`src/rtl/counter_input_ctrl_pkg.sv`:
```
// Shared encodings and defaults for the counter input conditioning block.
package counter_input_ctrl_pkg;

  localparam logic [1:0] ST_PAUSE = 2'd0;
  localparam logic [1:0] ST_RUN   = 2'd1;
  localparam logic [1:0] ST_LOAD  = 2'd2;

  localparam int DEB_CYCLES_DEF = 16;
  localparam int DIV_DEF        = 100;

  typedef struct packed {
    logic       en;
    logic       in;
    logic       dir;
    logic [3:0] data;
    logic       running;
  } ctrl_out_t;

endpackage

```
`src/rtl/counter_input_ctrl_if.sv`:
```
// Raw button in, one-cycle press pulse out, between the controller and a debouncer.
interface counter_input_ctrl_if;
  logic raw;
  logic pulse;

  modport deb  (input raw, output pulse);
  modport ctrl (output raw, input pulse);
endinterface

```
`src/rtl/counter_input_ctrl_btn_debounce.sv`:
```
// Two-flop synchronizer, stable-sample debounce and rising-edge press pulse for one button.
module btn_debounce
  import counter_input_ctrl_pkg::*;
#(
  parameter int DEB_CYCLES = DEB_CYCLES_DEF
) (
  input logic               clk,
  input logic               rst_n,
  counter_input_ctrl_if.deb btn
);

  localparam int CW = $clog2(DEB_CYCLES + 1);
  localparam logic [CW-1:0] CNT_LAST = CW'(DEB_CYCLES - 1);

  logic          sync1_q, sync1_d;
  logic          sync2_q, sync2_d;
  logic          level_q, level_d;
  logic          level_prev_q, level_prev_d;
  logic          pulse_q, pulse_d;
  logic [CW-1:0] cnt_q, cnt_d;

  always_comb begin
    sync1_d      = btn.raw;
    sync2_d      = sync1_q;
    level_d      = level_q;
    cnt_d        = cnt_q;
    // any sample agreeing with the accepted level restarts the stability count
    if (sync2_q == level_q) begin
      cnt_d = '0;
    end else if (cnt_q == CNT_LAST) begin
      level_d = sync2_q;
      cnt_d   = '0;
    end else begin
      cnt_d = cnt_q + CW'(1);
    end
    level_prev_d = level_q;
    pulse_d      = level_q & ~level_prev_q;
  end

  always_ff @(posedge clk) begin
    if (!rst_n) begin
      sync1_q      <= 1'b0;
      sync2_q      <= 1'b0;
      level_q      <= 1'b0;
      level_prev_q <= 1'b0;
      pulse_q      <= 1'b0;
      cnt_q        <= '0;
    end else begin
      sync1_q      <= sync1_d;
      sync2_q      <= sync2_d;
      level_q      <= level_d;
      level_prev_q <= level_prev_d;
      pulse_q      <= pulse_d;
      cnt_q        <= cnt_d;
    end
  end

  assign btn.pulse = pulse_q;

endmodule

```
`src/rtl/counter_input_ctrl.sv`:
```
// Turns raw buttons/switches into registered en/in/dir/data strobes for the up/down load counter.
//   state    | meaning
//   PAUSE    | idle, no strobes, prescaler held at 0
//   RUN      | prescaler running, en strobe every DIV cycles
//   LOAD     | single cycle en=1,in=1, then back to PAUSE or RUN
module counter_input_ctrl
  import counter_input_ctrl_pkg::*;
#(
  parameter int DEB_CYCLES = DEB_CYCLES_DEF,
  parameter int DIV        = DIV_DEF
) (
  input  logic       clk,
  input  logic       rst_n,
  input  logic       btn_en,
  input  logic       btn_load,
  input  logic       sw_dir,
  input  logic [3:0] sw_data,
  output logic       en,
  output logic       in,
  output logic       dir,
  output logic [3:0] data,
  output logic       running
);

  localparam int PW = $clog2(DIV);
  localparam logic [PW-1:0] PRESC_LAST = PW'(DIV - 1);

  counter_input_ctrl_if en_btn_if ();
  counter_input_ctrl_if load_btn_if ();

  assign en_btn_if.raw   = btn_en;
  assign load_btn_if.raw = btn_load;

  btn_debounce #(.DEB_CYCLES(DEB_CYCLES)) u_deb_en (
    .clk   (clk),
    .rst_n (rst_n),
    .btn   (en_btn_if)
  );

  btn_debounce #(.DEB_CYCLES(DEB_CYCLES)) u_deb_load (
    .clk   (clk),
    .rst_n (rst_n),
    .btn   (load_btn_if)
  );

  logic [4:0]    sw_s1_q, sw_s1_d;
  logic [4:0]    sw_s2_q, sw_s2_d;
  logic [1:0]    state_q, state_d;
  logic [1:0]    ret_q, ret_d;
  logic [PW-1:0] presc_q, presc_d;
  ctrl_out_t     out_q, out_d;

  always_comb begin
    sw_s1_d = {sw_dir, sw_data};
    sw_s2_d = sw_s1_q;
    state_d = state_q;
    ret_d   = ret_q;
    presc_d = '0;
    case (state_q)
      ST_PAUSE, ST_RUN: begin
        // a load press wins over a simultaneous run/pause press
        if (load_btn_if.pulse) begin
          state_d = ST_LOAD;
          ret_d   = state_q;
        end else if (en_btn_if.pulse) begin
          state_d = (state_q == ST_RUN) ? ST_PAUSE : ST_RUN;
        end else if (state_q == ST_RUN) begin
          presc_d = (presc_q == PRESC_LAST) ? '0 : presc_q + PW'(1);
        end
      end
      ST_LOAD: state_d = ret_q;
      default: state_d = ST_PAUSE;
    endcase

    out_d         = out_q;
    out_d.dir     = sw_s2_q[4];
    out_d.running = (state_d == ST_RUN);
    out_d.in      = (state_d == ST_LOAD);
    out_d.en      = (state_d == ST_LOAD) || ((state_d == ST_RUN) && (presc_d == PRESC_LAST));
    if (state_d == ST_LOAD) begin
      out_d.data = sw_s2_q[3:0];
    end
  end

  always_ff @(posedge clk) begin
    if (!rst_n) begin
      sw_s1_q <= '0;
      sw_s2_q <= '0;
      state_q <= ST_PAUSE;
      ret_q   <= ST_PAUSE;
      presc_q <= '0;
      out_q   <= '0;
    end else begin
      sw_s1_q <= sw_s1_d;
      sw_s2_q <= sw_s2_d;
      state_q <= state_d;
      ret_q   <= ret_d;
      presc_q <= presc_d;
      out_q   <= out_d;
    end
  end

  assign en      = out_q.en;
  assign in      = out_q.in;
  assign dir     = out_q.dir;
  assign data    = out_q.data;
  assign running = out_q.running;

endmodule

```
`config.mk`:
```
export PLATFORM = sky130hd
export DESIGN_NAME = counter_input_ctrl
export DESIGN_NICKNAME = d
export VERILOG_FILES = /design/src/rtl/counter_input_ctrl_pkg.sv /design/src/rtl/counter_input_ctrl_if.sv /design/src/rtl/counter_input_ctrl_btn_debounce.sv /design/src/rtl/counter_input_ctrl.sv
export SDC_FILE = /design/constraint.sdc
export NUM_CORES = 1
export LEC_CHECK = 0
export CORE_ASPECT_RATIO = 0.8
export CORE_MARGIN = 1.5
export CORE_UTILIZATION = 50
export DETAILED_ROUTE_END_ITERATION = 10
export DONT_BUFFER_PORTS = 1
export HOLD_SLACK_MARGIN = 0.12
export PLACE_DENSITY = 0.7
export SLEW_MARGIN = 30
export SYNTH_ARGS = -nofsm -noshare
export SYNTH_HDL_FRONTEND = slang
export SYNTH_HIERARCHICAL = 1
export SYNTH_SLANG_ARGS = --single-unit
```
`constraint.sdc`:
```
create_clock -name clk -period 1.75 [get_ports clk]
set_input_delay 0.525 -clock clk [delete_from_list [all_inputs] [get_ports clk]]
set_output_delay 0.525 -clock clk [all_outputs]
set_load 0.01 [all_outputs]
```
==> impl_metrics.ini, run 1 <==
[status]
status = completed

[routing]
drcViolationCount = 0
num_vias = 969
wl_per_cell_um = 11.3
drt-total-wl_mm = 2.28
drtIter0Drc = 34
viasPerCell = 4.82
dr.pass1.iters = 4
ant_nets = 0

[synth]
synth.area.mux_share_pct = 4.14
ys.flop_type = dfxtp_1
ys_ff_latch = 49
synth_top_family_by_area = simple AND/OR/NAND/NOR gates
synth_edf_count = 0
synth-simple-area-share_pct = 23.7
synthTopCellsByCount = 49 x dfxtp_1, 17 x nor2_1, 16 x and2_1, 9 x nor2b_1
synth_top_cell_by_area = dfxtp_1
ys_top_cells_by_area = dfxtp_1 58%, and2_1 5.9%, mux2i_1 4.1%
synthesis.area_um2 = 1690
netlist_instances = 154
yosys.area.top_type_share_pct = 57.9
synth.distinct_cells = 27
synthesis.nets = 168
yosys.area_share.adder_pct = 3.70
ys_warn_count = 6
synth-xor-area-share_pct = 5.69
syn_avg_cell_area_um2 = 11.0
synthArstFlopShare_pct = 0
yosysMostFrequentCell = dfxtp_1
ys_seq_area_share_pct = 57.9
synth_compound_area_share_pct = 3.25

[place]
place_area_um2 = 1740
gp_congestion = 0.804
hpwl_mm = 1.62
io_buffer_count = 0

[timing]
fmax_mhz = 643
fin_hold_ws_ns = 0.360
fin_crit_ns = 1.56
fin_crit_sh_pct = 88.9
finalSetupViolCount = 0
hold_viol = 0
finClkSkew_ns = 0.00409
tns_ns = 0
worst_slew_pin_slew_ns = 0.442
drv_slew = 0
maxSlewHeadroom_pct = 70.5
rsz0062_at_grt = no

[worst_setup_path]
crit_chain = nor4b_4 > o311ai_2 > or4_1 > o22ai_2
required_ns = 1.97
cp-start-kind = register
critPathMaxFanout = 5
cp_slowest_cell = or4_1
reg2regPathDepth = 4
worstPathArrival_ns = 1.78
setup.worst_path.class = register to register
cpPeakStageDelay_ns = 0.53
cp-end-kind = register

[cts]
clk_path_buf_depth = 2
cts_tree = done
h-tree-depth = 2
root_buffer = clkbuf_8
hold_buffers = 0
cts.sinks = 49
post_cts_buffers = 0
clkLatencyLatePin_ns = 0.29
cts_made_buffers = 5
cts.reportedPaths.clkPinSlew_ns = 0.08
cts_resized = 0

[min_path]
hold_depth = 1
min_path_type = primary input to register

[final_layout]
seq_area_um2 = 981
post-route-cell-area_um2 = 1820
utilization_pct = 57.8
nNetsFinal = 174
antenna_cells = 0
multi_input_area_um2 = 686
final.fill_count = 284
area_growth_pct = 7.69
drive_gt1_share_pct = 8.70

[die]
die_h_um = 55.0
fp.coreArea_um2 = 3150
rows = 18
die_width_um = 68.1
die_area_um2 = 3750
initial_core_util_pct = 53.7
ios = 17

[power]
p_total_mw = 1.76
powerDensity_nw_per_um2 = 967
power_leakage_nw = 0.743
max-vdd-ir-drop_mv = 0.555

[run]
cap_violations = 0

[grt]
grt_pass1_vias = 900
grt_pass1_wl_mm = 3.74
grt_overflow_total = 0
antenna_found_initial = 0
grt_max_degree = 32
grt.total_usage_pct = 13.7
==> state kept, by name, indices dropped and copies added (netlist names), 2 cells and up <==
register          cells
data                  4
sw_s1_q               5
state_q               2
u_deb_en/cnt_q        5
u_deb_load/cnt_q      5
presc_q               7
sw_s2_q               5
ret_q                 2
==> routing by layer <==
metal	GRT usage, %	vias to the layer above	wire length, um
met4	5.00	0	19
met2	21.8	11	1090
met3	6.28	3	79
met1	16.5	446	1090
met5	0	-	0
li1	-	509	-
==> worst paths after layout <==
| check | startpoint | end | slack (ns) |
|---|---|---|---|
| hold reg to reg | u_deb_en/level_prev_q | u_deb_en/btn.pulse | 0.38 |
| setup / recovery | state_q[1] | en | 0.19 |
| hold / removal | rst_n | u_deb_load/sync2_q | 0.36 |
| setup reg to reg | state_q[1] | en | 0.19 |
==> where the power goes <==
part	switching (mW)	internal (mW)
Clock	0.324	0.284
Sequential	0.00552	1.13
Combinational	0.00609	0.0122
==> worst max-delay path, delay by kind of cell (launching register included) <==
family	cells	cell delay [ns]
AO/OA/AOI/OAI	2	0.24
flip-flops	1	0.37
AND/OR/NAND/NOR	2	0.87
==> placed cells by master, fill, tap and decap left out, types with 6 or more instances in the layout <==
cell	netlist	final
nor2b_1	9	9
xor2_1	6	6
dfxtp_1	49	49
and2_1	16	16
nor2_1	17	17
mux2i_1	7	7
nand2_1	7	7
==> stage by stage <==
| step | worst slack [ns] | instances |
|---|---|---|
| after global routing | 0.0906 | 201 |
| after CTS | 0.178 | 201 |
| after floorplan | 0.167 | 154 |
| after detailed placement | 0.186 | 193 |
| final | 0.195 | 201 |
| after global placement | 0.237 | 193 |
==> cell type report <==
cell class                 count  area share (%)
sequential                    49            53.8
multi-input combinational     98            37.6
clock buffer                   8            4.39
tap                           40            2.75
inverter                       5            1.03
timing repair buffer           1           0.412
==> kinds of logic (layout without fill, tap and decap cells) <==
family,Yosys count,in the layout
muxes,7,7
and+or+nand+nor,69,69
AOI/OAI and AO/OA,6,6
buffers and inverters,7,14
DFF,49,49
adders and majority gates,5,5
xor gates and xnor gates,11,11
(Power assumes the default switching activity.)
==> inputs of run 2 (changes only) <==
--- a/config.mk
+++ b/config.mk
@@ -12,7 +12,6 @@
 export DONT_BUFFER_PORTS = 1
 export HOLD_SLACK_MARGIN = 0.12
 export PLACE_DENSITY = 0.7
-export SLEW_MARGIN = 30
 export SYNTH_ARGS = -nofsm -noshare
 export SYNTH_HDL_FRONTEND = slang
 export SYNTH_HIERARCHICAL = 1
==> results of run 2 <==
The final DEF is identical to that of run 1; final timing and power are the same.
